<file path="src/rtl/lieat_ifu_ifetch_req_pkg.sv">
// Shared types and defaults for the IFU fetch-request block.
package lieat_ifu_ifetch_req_pkg;
    localparam int          LIEAT_XLEN     = 32;
    localparam int          LIEAT_BPU_IDX  = 6;
    localparam logic [31:0] LIEAT_RESET_PC = 32'h8000_0000;

    typedef enum logic [1:0] {
        ST_REQ         = 2'd0,
        ST_WAIT_RSP    = 2'd1,
        ST_WAIT_JALR   = 2'd2,
        ST_WAIT_FENCEI = 2'd3
    } ifr_state_e;
endpackage

</file>
<file path="src/rtl/lieat_ifu_nextpc.sv">
// Combinational next-PC select: sequential, JAL, JALR or predicted-taken branch.
module lieat_ifu_nextpc
    import lieat_ifu_ifetch_req_pkg::*;
#(
    parameter int XLEN = LIEAT_XLEN
) (
    input  logic [XLEN-1:0] cur_pc_i,
    input  logic [XLEN-1:0] rsp_immb_i,
    input  logic [XLEN-1:0] jalr_imm_i,
    input  logic [XLEN-1:0] rs1_val_i,
    input  logic            jalr_wait_i,
    input  logic            jal_i,
    input  logic            rs1en_i,
    input  logic            bxx_i,
    input  logic            prdt_taken_i,
    output logic [XLEN-1:0] npc_o
);
    logic [XLEN-1:0] jalr_sum;
    logic [XLEN-1:0] rel_tgt;
    logic [XLEN-1:0] seq_pc;

    // While stalled on rs1 the response is gone, so use the latched immediate.
    assign jalr_sum = rs1_val_i + (jalr_wait_i ? jalr_imm_i : rsp_immb_i);
    assign rel_tgt  = cur_pc_i + rsp_immb_i;
    assign seq_pc   = cur_pc_i + XLEN'(4);

    always_comb begin
        npc_o = seq_pc;
        if (jalr_wait_i || (jal_i && rs1en_i))
            npc_o = {jalr_sum[XLEN-1:2], 2'b00};
        else if (jal_i || (bxx_i && prdt_taken_i))
            npc_o = rel_tgt;
    end
endmodule

</file>
<file path="src/rtl/lieat_ifu_ifetch_req.sv">
// IFU fetch-request side: owns the fetch PC, issues one request at a time,
// handles redirects, JALR operand stalls and FENCE.I drains.
module lieat_ifu_ifetch_req
    import lieat_ifu_ifetch_req_pkg::*;
#(
    parameter int              XLEN     = LIEAT_XLEN,
    parameter int              BPU_IDX  = LIEAT_BPU_IDX,
    parameter logic [XLEN-1:0] RESET_PC = LIEAT_RESET_PC
) (
    input  logic               clock,
    input  logic               reset,
    output logic               req_o_valid,
    input  logic               req_i_ready,
    output logic [XLEN-1:0]    req_o_addr,
    output logic [BPU_IDX-1:0] req_o_index,
    input  logic               rsp_i_valid,
    input  logic               rsp_i_jal,
    input  logic               rsp_i_rs1en,
    input  logic               rsp_i_bxx,
    input  logic [XLEN-1:0]    rsp_i_immb,
    input  logic               rsp_i_prdt_taken,
    input  logic               rsp_i_fencei,
    input  logic [XLEN-1:0]    jalr_i_rs1_val,
    input  logic               jalr_i_rs1_rdy,
    input  logic               flush_i_valid,
    input  logic [XLEN-1:0]    flush_i_pc,
    input  logic               fencei_i_done,
    output logic [XLEN-1:0]    ifu_o_pc,
    output logic               ifu_o_drop
);
    ifr_state_e      state_q;
    logic [XLEN-1:0] pc_q;
    logic [XLEN-1:0] ifu_pc_q;
    logic [XLEN-1:0] jalr_imm_q;
    logic            req_vld_q;
    logic            drop_q;
    logic [XLEN-1:0] npc_d;
    logic            jalr_stall;
    logic            is_fencei;

    lieat_ifu_nextpc #(.XLEN(XLEN)) u_nextpc (
        .cur_pc_i     (ifu_pc_q),
        .rsp_immb_i   (rsp_i_immb),
        .jalr_imm_i   (jalr_imm_q),
        .rs1_val_i    (jalr_i_rs1_val),
        .jalr_wait_i  (state_q == ST_WAIT_JALR),
        .jal_i        (rsp_i_jal),
        .rs1en_i      (rsp_i_rs1en),
        .bxx_i        (rsp_i_bxx),
        .prdt_taken_i (rsp_i_prdt_taken),
        .npc_o        (npc_d)
    );

    assign jalr_stall = rsp_i_jal && rsp_i_rs1en && !jalr_i_rs1_rdy;
    assign is_fencei  = rsp_i_fencei && !rsp_i_jal && !(rsp_i_bxx && rsp_i_prdt_taken);

    always_ff @(posedge clock or negedge reset) begin
        if (!reset) begin
            state_q    <= ST_REQ;
            pc_q       <= RESET_PC;
            ifu_pc_q   <= RESET_PC;
            jalr_imm_q <= '0;
            req_vld_q  <= 1'b1;
            drop_q     <= 1'b0;
        end else begin
            if (rsp_i_valid)
                drop_q <= 1'b0;
            if (flush_i_valid) begin
                pc_q <= flush_i_pc;
                // A request still in flight after this edge must have its response
                // discarded before a new one is issued (one outstanding at most).
                if (state_q == ST_WAIT_RSP && !rsp_i_valid) begin
                    drop_q    <= 1'b1;
                    state_q   <= ST_WAIT_RSP;
                    req_vld_q <= 1'b0;
                end else if (state_q == ST_REQ && req_i_ready) begin
                    drop_q    <= 1'b1;
                    ifu_pc_q  <= pc_q;
                    state_q   <= ST_WAIT_RSP;
                    req_vld_q <= 1'b0;
                end else begin
                    state_q   <= ST_REQ;
                    req_vld_q <= 1'b1;
                end
            end else begin
                case (state_q)
                    ST_REQ: if (req_i_ready) begin
                        ifu_pc_q  <= pc_q;
                        state_q   <= ST_WAIT_RSP;
                        req_vld_q <= 1'b0;
                    end
                    ST_WAIT_RSP: if (rsp_i_valid) begin
                        if (drop_q) begin
                            state_q   <= ST_REQ;
                            req_vld_q <= 1'b1;
                        end else if (jalr_stall) begin
                            jalr_imm_q <= rsp_i_immb;
                            state_q    <= ST_WAIT_JALR;
                        end else begin
                            pc_q      <= npc_d;
                            state_q   <= is_fencei ? ST_WAIT_FENCEI : ST_REQ;
                            req_vld_q <= !is_fencei;
                        end
                    end
                    ST_WAIT_JALR: if (jalr_i_rs1_rdy) begin
                        pc_q      <= npc_d;
                        state_q   <= ST_REQ;
                        req_vld_q <= 1'b1;
                    end
                    ST_WAIT_FENCEI: if (fencei_i_done) begin
                        state_q   <= ST_REQ;
                        req_vld_q <= 1'b1;
                    end
                    default: begin
                        state_q   <= ST_REQ;
                        req_vld_q <= 1'b1;
                    end
                endcase
            end
        end
    end

    assign req_o_valid = req_vld_q;
    assign req_o_addr  = pc_q;
    assign req_o_index = pc_q[BPU_IDX+1:2];
    assign ifu_o_pc    = ifu_pc_q;
    assign ifu_o_drop  = rsp_i_valid && (drop_q || flush_i_valid);
endmodule

</file>
<file path="config.mk">
export PLATFORM = sky130hd
export DESIGN_NAME = lieat_ifu_ifetch_req
export DESIGN_NICKNAME = d
export VERILOG_FILES = /design/src/rtl/lieat_ifu_ifetch_req_pkg.sv /design/src/rtl/lieat_ifu_nextpc.sv /design/src/rtl/lieat_ifu_ifetch_req.sv
export SDC_FILE = /design/constraint.sdc
export NUM_CORES = 1
export LEC_CHECK = 0
export CAP_MARGIN = 20
export CORE_ASPECT_RATIO = 0.75
export CORE_MARGIN = 1
export CORE_UTILIZATION = 48
export CTS_CLUSTER_DIAMETER = 200
export DETAILED_ROUTE_END_ITERATION = 12
export HOLD_SLACK_MARGIN = 0.08
export MAX_ROUTING_LAYER = met4
export PLACE_DENSITY = 0.79
export SLEW_MARGIN = 40
export SYNTH_ARGS = -nofsm -noshare
export SYNTH_HDL_FRONTEND = slang
export SYNTH_HIERARCHICAL = 1
export SYNTH_SLANG_ARGS = --single-unit
export TNS_END_PERCENT = 10
</file>
<file path="constraint.sdc">
create_clock -name clock -period 3.7 [get_ports clock]
set_input_delay 0.74 -clock clock [delete_from_list [all_inputs] [get_ports clock]]
set_output_delay 0.74 -clock clock [all_outputs]
set_load 0.1 [all_outputs]
</file>
==> results of run 1 <==
per-layer routing:
metal | vias to the layer above | share of wire
met2 | 310 | 0.43
met1 | 4057 | 0.50
met3 | 16 | 0.063
met5 | - | 0
met4 | 0 | 0.0098
li1 | 4087 | -
metrics by stage:
stage | util | setup TNS (ns) | hold WS [ns]
finish | 0.658 | 0 | 0.386
global route | 0.658 | -0.0752 | 0.424
CTS | 0.651 | 0 | 0.405
detailed placement | 0.633 | -4.60 | 0.484
global placement | 0.651 | -3.07 | 0.482
floorplan | - | 0 | 0.444
state kept, by name (all words and copies together), names as in the netlist:
signal and flops:
drop_q 1, ifu_o_pc 32, jalr_imm_q 32, req_o_addr 32, req_o_valid 1, state_q 2
cells by family (layout without fill, tap and decap cells):
family                   Yosys count  count (layout)  share of synthesized area
AO/OA/AOI/OAI                    281             281                      0.212
XOR/XNOR                          81              81                     0.0807
adder cells (fa/ha/maj)           63              63                     0.0905
buffers and inverters             71             334                     0.0367
flip-flops                       100             100                      0.285
multiplexers                     133             133                      0.167
AND/OR/NAND/NOR                  238             238                      0.129
cell usage in the layout, fill, tap and decap left out, types with 3 or more instances in the layout:
master	n
nor2_1	39
and3_1	17
o21ai_0	67
a21oi_2	9
nand3_1	28
a21oi_1	65
dfstp_2	3
xnor2_1	47
mux2_2	91
o31ai_1	3
dfrtp_1	97
nand4_1	12
a32oi_1	3
nand2b_1	6
nor3_1	11
or2_2	3
buf_4	125
inv_1	16
o21ai_1	14
xor2_1	34
and2_1	3
mux2i_1	37
a21o_1	30
o21a_1	4
clkbuf_16	9
or3_1	4
o31ai_2	3
a31oi_1	13
buf_12	4
nor2b_1	8
clkdlybuf4s50_1	105
nand2_1	92
o211ai_1	12
buf_2	68
o21bai_1	6
ha_1	60
mux2_1	3
a211oi_1	14
final cells by class:
| cell class | count | area (um^2) |
|---|---|---|
| repair buffers | 302 | 2410 |
| multi-input cells | 796 | 6070 |
| flip-flops and latches | 100 | 2510 |
| clock inverters | 5 | 83.8 |
| fillers | 1526 | 6080 |
| inverters | 16 | 60.1 |
| well taps | 242 | 303 |
| clock buffers | 11 | 243 |
what timing repair did:
action                     CTS  global route
pin swaps                    0            12
buffers inserted             0             4
hold buffers                 0             0
gates resized for setup      1            26
setup endpoints to repair    1            17
how the worst min path moves through the flow:
stage	start	to	slack, ns	cells past startpoint
after floorplan	reset	drop_q	0.44	0
after global placement	jalr_imm_q[22]	jalr_imm_q[22]	0.48	1
after detailed placement	req_o_addr[22]	req_o_addr[22]	0.48	2
after CTS	reset	ifu_o_pc[24]	0.40	1
after global routing	reset	jalr_imm_q[29]	0.42	1
final	reset	jalr_imm_q[29]	0.39	1
report_power, final:
group          internal (mW)  leakage (nW)  switching [mW]  total (mW)
sequential              1.54          1.25           0.515        2.05
clock                  0.615         0.152           0.451        1.07
combinational           2.32          3.91            4.77        7.09
==> qor.txt, run 1 <==
Die X-Extent: 158 um
CP bufs+invs: 1
final setup margin: 0.105 ns
Placed Area: 11200 um^2
global-route wire length before repair: 43000 um
pre-CTS setup slack: -0.400 ns
MaxCap Viol Count: 0
share of cells above drive strength 1: 0.284
Leakage: 5.31 nW
CTS Sinks: 100
end point of the critical path: req_o_addr[28]
syn nets: 1138
register area share after synthesis: 0.285
met2 GRT Util: 0.439
Hold Path Class: in2async
post-layout power: 10.2 mW
die area: 18900 um^2
ys async rst share: 1.00
status: finished clean
WP depth: 14
Max stage delay on crit path: 0.47 ns
Crit-path slowest cell: clkdlybuf4s50_1
detailed placement HPWL: 20800 um
Via density: 5.75
final net count: 1396
CTS tree: yes
routing usage on met3: 0.0415
Finished Layout Cells: 1472
Vias: 8470
GRT busiest layer: met1
CP required: 3.91 ns
Pre-Repair DR Iteration Count: 6
starting density of the core: 0.495
maximum VDD drop: 933 uV
DRC: 0
final setup vio count: 0
synth warn: 6
synthesized flop and latch total: 100
crit-path leading delay family: compound AO/OA/AOI/OAI gates
reg2reg path depth: 15
Syn-to-layout area delta: 32.8%
vias in the first global route: 7999
WL per Instance: 18.7 um
clk_lat worst skew: 0.36 ns
Cell Chain, Critical Path: clkdlybuf4s50_1 -> mux2_2 -> ha_1 -> and3_1 -> a221oi_4 -> o21ba_4 -> o21ai_4 -> a31oi_4 -> nor2_1 -> nor3_2 -> xor2_1 -> mux2i_1 -> mux2i_1 -> o21ai_0
site row count: 42
top cells by count, synth: dfrtp_1, nand2_1, mux2_2
Root Buffer: clkbuf_16
Cell variety after synth: 72
GPL Wtd Cong: 0.974
Worst-Margin Slew: 0.742 ns
n_diodes: 0
Slew HR: 0.505
clk buf depth: 2
area of the core: 17800 um^2
largest net degree at the start of global routing: 65
H-tree Lvls: 3
Critical path origin: rsp_i_immb[1]
nature of the critical path endpoint: flip-flop
R2R setup slack: 0.13 ns
Cells after Synth: 967
Worst-path clk slew: 0.07 ns
crit path launch type: input port
top-area cell type share of the netlist area: 0.276
I/O pin cnt: 180
worst r2r src: state_q[0]
final count of hold timing violations: 0
Final Slew Violations: 0
Initial DRC Count: 642
Power Dens Cells: 875 nW/um^2
fmax: 278 MHz
worst-path fanout max: 5
Crit Path Category: in2reg
Post-Syn Area: 8790 um^2
Non-Filler Cell Area, Final: 11700 um^2
synth top area cells: dfrtp_1, mux2_2, ha_1, xnor2_1, a21oi_1
Post-synth EDFFs: 0
syn_area_per_cell: 9.09 um^2
total grt overflow: 0
initial antenna violation count: 0
clk_skew: 0.00957 ns
Worst Path Arrival: 3.81 ns
cell taking the most area after synthesis: dfrtp_1
met1 Usage GRT: 0.450
R2R Path End: req_o_addr[28]
final worst-path cycle share: 0.972
RSZ-0062 raised after global routing: yes
DRT Wirelength: 27500 um
most numerous cell on the critical path: mux2i_1
top_reg_cell synth: dfrtp_1
placed cell count: 1452
Period minus WS final: 3.60 ns
Die H: 119 um
count leader, synth: dfrtp_1
Port-buffer cells: 179
GRT Util Overall: 0.304
ANT nets after route: 0
TritonCTS Buffers: 9
Note: power is estimated with default switching activity, not from simulation.
==> run 2: changes to the inputs <==
- CAP_MARGIN: 20 -> unset
- CORE_MARGIN: 1 -> unset
==> results of run 2 <==
Final layout, timing and power as in run 1 (identical DEF).
